File: src/rtl/hub75_rx.sv
// ---------------------------------------------------------------------------
// hub75_rx
// Receive-side HUB75 monitor. Samples the pins driven by the LED-matrix
// driver, rebuilds each latched row of pixels and replays that row as a
// column-ordered valid/ready stream. Also flags latches that arrive after
// the wrong number of shift clocks, and latches that arrive while a row is
// still being drained.
//
// Ports:
//   clk, rst            system clock, synchronous active-low reset
//   hub_r/g/b[1:0]      colour pins, bit0 = upper half, bit1 = lower half
//   hub_row             row address pins
//   hub_clk             shift clock, data taken on its rising edge
//   hub_lat             latch, rising edge commits the shifted row
//   hub_oe              output enable, sampled only
//   out_valid/ready     stream handshake
//   out_row             row address captured at latch
//   out_col             column index of the current beat
//   out_data            pixel {r1,g1,b1,r0,g0,b0}
//   out_last            set on the beat with out_col == COLS-1
//   frame_pulse         one-cycle pulse when a row-0 latch is committed
//   err_len             sticky, latch after a shift count other than COLS
//   err_ovf             sticky, latch arrived while a drain was in progress
// ---------------------------------------------------------------------------
module hub75_rx #(
    parameter int COLS     = 32,
    parameter int ROW_BITS = 4
) (
    input  logic                      clk,
    input  logic                      rst,
    input  logic [1:0]                hub_r,
    input  logic [1:0]                hub_g,
    input  logic [1:0]                hub_b,
    input  logic [ROW_BITS-1:0]       hub_row,
    input  logic                      hub_clk,
    input  logic                      hub_lat,
    input  logic                      hub_oe,
    output logic                      out_valid,
    input  logic                      out_ready,
    output logic [ROW_BITS-1:0]       out_row,
    output logic [$clog2(COLS)-1:0]   out_col,
    output logic [5:0]                out_data,
    output logic                      out_last,
    output logic                      frame_pulse,
    output logic                      err_len,
    output logic                      err_ovf
);

    localparam int COL_W = $clog2(COLS);
    localparam int CNT_W = $clog2(COLS + 2);

    localparam logic [CNT_W-1:0] CNT_FULL = CNT_W'(COLS);
    localparam logic [CNT_W-1:0] CNT_SAT  = CNT_W'(COLS + 1);
    localparam logic [COL_W-1:0] COL_LAST = COL_W'(COLS - 1);

    typedef enum logic {
        ST_IDLE  = 1'b0,
        ST_DRAIN = 1'b1
    } state_t;

    // Input synchronizers. Pixel and row data go through the same depth as
    // the control pins so that a detected clock edge sees matching data.
    // ctl bits are {oe, lat, clk}.
    logic [5:0]          data_s1_q, data_s1_d;
    logic [5:0]          data_s2_q, data_s2_d;
    logic [ROW_BITS-1:0] row_s1_q,  row_s1_d;
    logic [ROW_BITS-1:0] row_s2_q,  row_s2_d;
    logic [2:0]          ctl_s1_q,  ctl_s1_d;
    logic [2:0]          ctl_s2_q,  ctl_s2_d;
    logic [1:0]          ctl_prev_q, ctl_prev_d;

    // Capture and drain state
    logic [COLS-1:0][5:0] shift_q, shift_d;
    logic [COLS-1:0][5:0] hold_q,  hold_d;
    logic [CNT_W-1:0]     shift_cnt_q, shift_cnt_d;
    logic [COL_W-1:0]     col_q, col_d;
    state_t               state_q, state_d;

    // Registered outputs
    logic                 out_valid_q, out_valid_d;
    logic [ROW_BITS-1:0]  out_row_q,   out_row_d;
    logic [5:0]           out_data_q,  out_data_d;
    logic                 out_last_q,  out_last_d;
    logic                 frame_pulse_q, frame_pulse_d;
    logic                 err_len_q,   err_len_d;
    logic                 err_ovf_q,   err_ovf_d;

    logic                 clk_rise;
    logic                 lat_rise;
    logic [COL_W-1:0]     col_inc;

    // OE is synchronized like every other pin but has no effect on capture.
    logic                 oe_unused;
    assign oe_unused = ctl_s2_q[2];

    assign clk_rise = ctl_s2_q[0] & ~ctl_prev_q[0];
    assign lat_rise = ctl_s2_q[1] & ~ctl_prev_q[1];

    // Next-state logic. A shift and a latch seen in the same cycle are
    // handled shift first, so the latch captures the post-shift register
    // and checks the post-shift count.
    always_comb begin
        data_s1_d     = {hub_r[1], hub_g[1], hub_b[1], hub_r[0], hub_g[0], hub_b[0]};
        data_s2_d     = data_s1_q;
        row_s1_d      = hub_row;
        row_s2_d      = row_s1_q;
        ctl_s1_d      = {hub_oe, hub_lat, hub_clk};
        ctl_s2_d      = ctl_s1_q;
        ctl_prev_d    = ctl_s2_q[1:0];

        shift_d       = shift_q;
        hold_d        = hold_q;
        shift_cnt_d   = shift_cnt_q;
        col_d         = col_q;
        state_d       = state_q;
        out_valid_d   = out_valid_q;
        out_row_d     = out_row_q;
        out_data_d    = out_data_q;
        out_last_d    = out_last_q;
        frame_pulse_d = 1'b0;
        err_len_d     = err_len_q;
        err_ovf_d     = err_ovf_q;
        col_inc       = col_q + COL_W'(1);

        if (clk_rise) begin
            shift_d = {shift_q[COLS-2:0], data_s2_q};
            if (shift_cnt_q != CNT_SAT) begin
                shift_cnt_d = shift_cnt_q + CNT_W'(1);
            end
        end

        // Beat acceptance; the next beat is preloaded so outputs stay
        // registered and hold still while the sink stalls.
        if (state_q == ST_DRAIN && out_ready) begin
            if (col_q == COL_LAST) begin
                state_d     = ST_IDLE;
                out_valid_d = 1'b0;
                out_last_d  = 1'b0;
                col_d       = '0;
            end else begin
                col_d       = col_inc;
                out_data_d  = hold_q[col_inc];
                out_last_d  = (col_inc == COL_LAST);
            end
        end

        if (lat_rise) begin
            if (state_q == ST_IDLE) begin
                hold_d        = shift_d;
                out_row_d     = row_s2_q;
                if (shift_cnt_d != CNT_FULL) begin
                    err_len_d = 1'b1;
                end
                frame_pulse_d = (row_s2_q == '0);
                state_d       = ST_DRAIN;
                col_d         = '0;
                out_valid_d   = 1'b1;
                out_data_d    = shift_d[0];
                out_last_d    = 1'b0;
            end else begin
                // Latch during a drain is dropped; the hold buffer keeps
                // the row being replayed.
                err_ovf_d = 1'b1;
            end
            shift_cnt_d = '0;
        end
    end

    // Single state register for the whole block.
    always_ff @(posedge clk) begin
        if (!rst) begin
            data_s1_q     <= '0;
            data_s2_q     <= '0;
            row_s1_q      <= '0;
            row_s2_q      <= '0;
            ctl_s1_q      <= '0;
            ctl_s2_q      <= '0;
            ctl_prev_q    <= '0;
            shift_q       <= '0;
            hold_q        <= '0;
            shift_cnt_q   <= '0;
            col_q         <= '0;
            state_q       <= ST_IDLE;
            out_valid_q   <= 1'b0;
            out_row_q     <= '0;
            out_data_q    <= '0;
            out_last_q    <= 1'b0;
            frame_pulse_q <= 1'b0;
            err_len_q     <= 1'b0;
            err_ovf_q     <= 1'b0;
        end else begin
            data_s1_q     <= data_s1_d;
            data_s2_q     <= data_s2_d;
            row_s1_q      <= row_s1_d;
            row_s2_q      <= row_s2_d;
            ctl_s1_q      <= ctl_s1_d;
            ctl_s2_q      <= ctl_s2_d;
            ctl_prev_q    <= ctl_prev_d;
            shift_q       <= shift_d;
            hold_q        <= hold_d;
            shift_cnt_q   <= shift_cnt_d;
            col_q         <= col_d;
            state_q       <= state_d;
            out_valid_q   <= out_valid_d;
            out_row_q     <= out_row_d;
            out_data_q    <= out_data_d;
            out_last_q    <= out_last_d;
            frame_pulse_q <= frame_pulse_d;
            err_len_q     <= err_len_d;
            err_ovf_q     <= err_ovf_d;
        end
    end

    assign out_valid   = out_valid_q;
    assign out_row     = out_row_q;
    assign out_col     = col_q;
    assign out_data    = out_data_q;
    assign out_last    = out_last_q;
    assign frame_pulse = frame_pulse_q;
    assign err_len     = err_len_q;
    assign err_ovf     = err_ovf_q;

endmodule

File: config.mk
export PLATFORM = sky130hd
export DESIGN_NAME = hub75_rx
export DESIGN_NICKNAME = d
export VERILOG_FILES = /design/src/rtl/hub75_rx.sv
export SDC_FILE = /design/constraint.sdc
export NUM_CORES = 1
export LEC_CHECK = 0
export CORE_UTILIZATION = 55
export DETAILED_ROUTE_END_ITERATION = 8
export PLACE_DENSITY_LB_ADDON = 0.12
export SYNTH_ARGS = -nofsm -noshare
export SYNTH_HDL_FRONTEND = slang
export SYNTH_SLANG_ARGS = --single-unit
File: constraint.sdc
create_clock -name clk -period 2.9 [get_ports clk]
set_input_delay 0.435 -clock clk [delete_from_list [all_inputs] [get_ports clk]]
set_output_delay 0.435 -clock clk [all_outputs]
set_load 0.05 [all_outputs]
Yosys cells after proc, flatten, opt, wreduce, memory -nomap -nowiden
Cells that the tools add are included.
Cells by class
  div/mod/pow operators: 0
  shift operators: 0
  eq/ne operators: 4
  magnitude comparators: 1
  bitwise logic cells: 7
  reductions and logical operators: 7
  $add $sub $neg: 2
  multiply operators: 0
  mux-type cells: 25
Operators with widths (number)
  $mux 192: 1
  $mux 6: 7
  $bmux 6 s5: 1
  $mux 5: 4
  $mux 1: 12
  $ne 6x6->1 const B: 2
  $eq 5x5->1 const B: 2
  $add 6x1->6 const B: 1
  $lt 5x6->1 const B: 1
  $add 5x1->5 const B: 1
  $not 1->1: 5
  $logic_not 4->1: 1
  $reduce_and 2->1: 2
  $reduce_and 3->1: 1
  $reduce_or 3->1: 1
  $and 1x1->1: 2
  $reduce_or 2->1: 1
  $logic_and 1x1->1: 1
Word-level totals
  output and inout bits: 20
  word-level logic and storage cells: 127
  latch bits: 0
  register bits after elaboration: 437
  memory bits (writable): 0
  memory bits (read-only): 0
  input port bits: 16
  memories kept: 0

Depth between registers and ports, before layout
Gate-level depths: netlist of the first run.
  depth after elaboration: 7
  gate-level depth with buffers: 11
  gate-level depth less buffers: 8

Worst setup path before layout of the first run
No wires, ideal clock.
  path kind: flip-flop to flip-flop
  start point: reg col_q[0] (netlist: out_col[0])
  end point: reg out_data_q[0] (netlist: out_data[0])
  data required time: 2783 ps
  path buffers: 5
  slack: -408 ps
  cell stages (with the launch flop): 11
  data arrival time: 3191 ps
  cell sequence: dfxtp_1 -> buf_6 -> buf_2 -> clkinv_1 -> buf_2 -> ha_1 -> buf_2 -> buf_2 -> mux4_2 -> mux4_2 -> o22a_1
On the way
  word-level cells in the longest chain between the ends: 7
  elaborated cells between the ends (all ways): 8
  those cells by class: 1 x add/sub; 1 x eq/ne; 6 x mux
Ends and longest elaborated chain
  start, declared: line 76  | logic [COL_W-1:0] col_q, col_d;
  start signal, assigned: line 202  | col_q <= col_d;
  $add 5x1->5: line 123  | col_inc = col_q + COL_W'(1);
  $bmux 6 s5: line 142  | out_data_d = hold_q[col_inc];
  $mux 6 (implied by the code): line 142
  $mux 6 (*): line 135  | if (col_q == COL_LAST) begin
  $mux 6 (*): line 134  | if (state_q == ST_DRAIN && out_ready) begin
  $mux 6: line 148  | if (state_q == ST_IDLE) begin
  $mux 6 (*): line 147  | if (lat_rise) begin
  end signal, assigned: line 206  | out_data_q <= out_data_d;
  end, declared: line 82  | logic [5:0] out_data_q, out_data_d;
Every way passes the cells marked *; elsewhere a longest branch is shown, timed or not. The select of a mux whose other input is x is not followed.
A chain may end at the register's enable or synchronous reset.

Worst setup path after layout of the first run
  start point: reg col_q[0] (netlist: out_col[0])
  end point: out out_col[0]
RTL lines
  end, declared: line 41  | output logic [$clog2(COLS)-1:0] out_col,
No word-level cell between the ends.

==> metrics.yaml, run 1 <==
outcome: "finished clean"
min_period_ps: 2793
htreeDepth: 2
route.vias.total: 11129
synth_area_leaders: "dfxtp_1, o22a_1, nand2_1"
rrSetupSlack_ps: 260
path_class: "reg -> out"
synthDistinctLibCells: 47
max_stage_delay_ps: 930
root_buffer: "clkbuf_16"
syn_to_final_growth_pct: 13.51
slew_headroom: 0.2216
path_cells: "buf_4 > clkdlybuf4s50_1"
final-setup-viol-count: 0
cp.arrival_ps: 2360
dieArea_sq_um: 30220
detail_route.drc_violations: 0
syn_area_sq_um: 16240
grt-ovfl-total: 0
synth_nets: 1574
rsz0062_at_grt: "false"
wl_per_cell_um: 17.19
die-height_um: 173.8
clockBufferDepth: 3
synth_seq_cells: 437
seq_area_frac_synth: 0.5387
drive_above_1_share: 0.09351
required_ps: 2470
synth_top_area_share: 0.5387
grt.busiest_layer: "met2"
synthTopCellsByCount: "dfxtp_1, nand2_1, a21boi_0, o22a_1, clkbuf_1"
worstReg2RegStart: "out_col[1]"
place_ws_ps: 309.6
yosysMostFrequentCell: "dfxtp_1"
portBuffers: 34
cts_setup_buffers: 0
synth.largest_area_cell: "dfxtp_1"
crit_start: "out_col[0]"
place_inst: 1873
die_w_um: 173.8
tritoncts: "built"
grt_pass1_vias: 10786
slew_viol_final: 0
cp_max_fo: 35
syn_inst: 1553
setup_tns_ps: 0
num_io_pins: 36
drt_first_pass_iters: 5
met1_usage: 0.3238
worstMarginPinSlew_ps: 1168
max_freq_mhz: 358.0
crit_buf_inv: 2
final_util: 0.6387
grt_antenna_before_repair: 0
setup_slack_ps: 106.6
groute.layer.met3.usage: 0.03004
drt_iter0_markers: 712
start_util: 0.5627
ant_nets: 0
grt.total_usage: 0.2255
max-vdd-ir-drop_uv: 417.7
r2r_cells: 9
use_met2: 0.3598
n_antenna_cell: 0
holdBufCountCts: 0
clock_latency_ps: 530
via_per_inst: 5.690
hold_path_class: "in -> reg"
powerDensity_nw_per_um2: 685.8
async_flop_share: 0
critical-path-top-delay-family: "buffers and inverters"
cts_resized: 0
fin_cells: 1956
gp_congestion: 0.7259
fp-row-count: 62
finalCritPeriodShare: 0.9633
synth_flop_cell: "dfxtp_1"
synth_edf_count: 0
cap_viol_max_count: 0
endpoint_kind: "output pin"
coreArea_sq_um: 28860
crit_end: "out_col[0]"
cts_made_buffers: 45
syn_area_per_cell_sq_um: 10.46
timing.final.hold_violations: 0
clk_pin_slew_ps: 60
power.leakage_uw: 0.007620
nets: 1557
wirelength_um: 33620
start_kind: "register"
crit_cells: 2
worst_path_max_delay_cell: "clkdlybuf4s50_1"
grt_max_degree: 192
cts.sinks: 437
yosysWarningCount: 0
dp_hpwl_um: 19600
fin_skew_ps: 14.95
grt_pass1_wl_um: 56410
r2r-end: "out_data[1]"
where the power goes:
part	leakage, uW	internal [uW]	switching, uW
clock network	0.000750	3470	2290
registers	0.00355	6160	86.8
logic	0.00332	294	334
total	0.00762	9930	2710
per-stage QoR:
| step | cell area [sq um] | hold slack, ps | total power [uW] |
|---|---|---|---|
| finish | 18430 | 243.7 | 12640 |
| detailed placement | 16920 | 421.5 | 7014 |
| CTS | 18430 | 228.8 | 12750 |
| global placement | 16920 | 419.6 | 7001 |
| floorplan | 16260 | 411.9 | 6824 |
| global route | 18430 | 259.5 | 13080 |
worst min path at each step:
stage | startpoint | end | cells after the start
6_report | rst | err_ovf | 2
2_1_floorplan | ctl_s1_q[0] | ctl_s2_q[0] | 1
3_5_place_dp | data_s1_q[3] | data_s2_q[3] | 1
5_1_grt | rst | err_ovf | 2
3_3_place_gp | row_s1_q[2] | row_s2_q[2] | 1
4_1_cts | rst | err_ovf | 2
cell families after synthesis:
group                      after synthesis  share of synthesized area
and+or+nand+nor                        479                     0.1205
DFF                                    437                     0.5387
AOI/OAI and AO/OA                      421                     0.2081
buffers and inverters                  135                    0.03583
muxes                                   69                    0.08922
xor gates and xnor gates                 7                   0.003775
adders and majority gates                5                   0.003852
flip-flops by register name, summed over array words and instances (netlist names), 2 cells and up:
signal       cells
hold_q         192
data_s2_q        6
out_col          5
ctl_prev_q       2
ctl_s2_q         2
out_row          4
out_data         6
ctl_s1_q         2
data_s1_q        6
row_s1_q         4
shift_q        192
row_s2_q         4
shift_cnt_q      6
worst register-to-register path, cell delays in order (launching register included):
cell and delay, ps:
dfxtp_1 370, ha_1 290, and3_1 220, ha_1 330, buf_12 220, mux4_2 310
mux2_2 280, nor4_1 200, a211oi_1 110, o22a_1 200
placed cells by master, fill, tap and decap left out, types with 2 or more instances in the layout:
master / count
a21o_1: 6
nand4_1: 4
clkbuf_1: 11
nor2b_1: 8
a21boi_0: 192
nor3_1: 3
a211oi_1: 3
buf_4: 19
mux4_2: 33
nand3_1: 7
nor4_1: 2
xor2_1: 3
o22a_1: 192
ha_1: 4
nand3b_1: 2
o21ai_0: 7
a31oi_1: 3
buf_12: 11
clkbuf_8: 16
inv_1: 6
dfxtp_1: 436
clkinv_2: 5
mux2i_1: 12
clkdlybuf4s50_1: 33
nand2_1: 391
clkbuf_16: 47
o2111ai_1: 3
a21oi_1: 6
and2_1: 26
nor2_1: 24
o2111a_1: 3
mux4_1: 21
xnor2_1: 3
mux2_2: 3
area by class of cell:
cell class / count / area, sq um
multi-input combinational: 981 / 6952
clock inverter: 9 / 80.08
fill: 2355 / 10430
tap: 384 / 480.5
timing repair buffer: 64 / 704.4
sequential: 437 / 8752
clock buffer: 74 / 1438
inverter: 7 / 26.28
metal layers:
metal	wire length, um	up-vias
met3	1270	52
met5	0	-
met4	617	0
li1	-	5465
met1	16450	5421
met2	15290	191
(Power assumes the default switching activity.)
==> run 2, diff against run 1 <==
- SKIP_CTS_REPAIR_TIMING: unset -> 1
==> results of run 2 <==
Same layout as run 1: the final DEF is identical, and so are final timing and power.
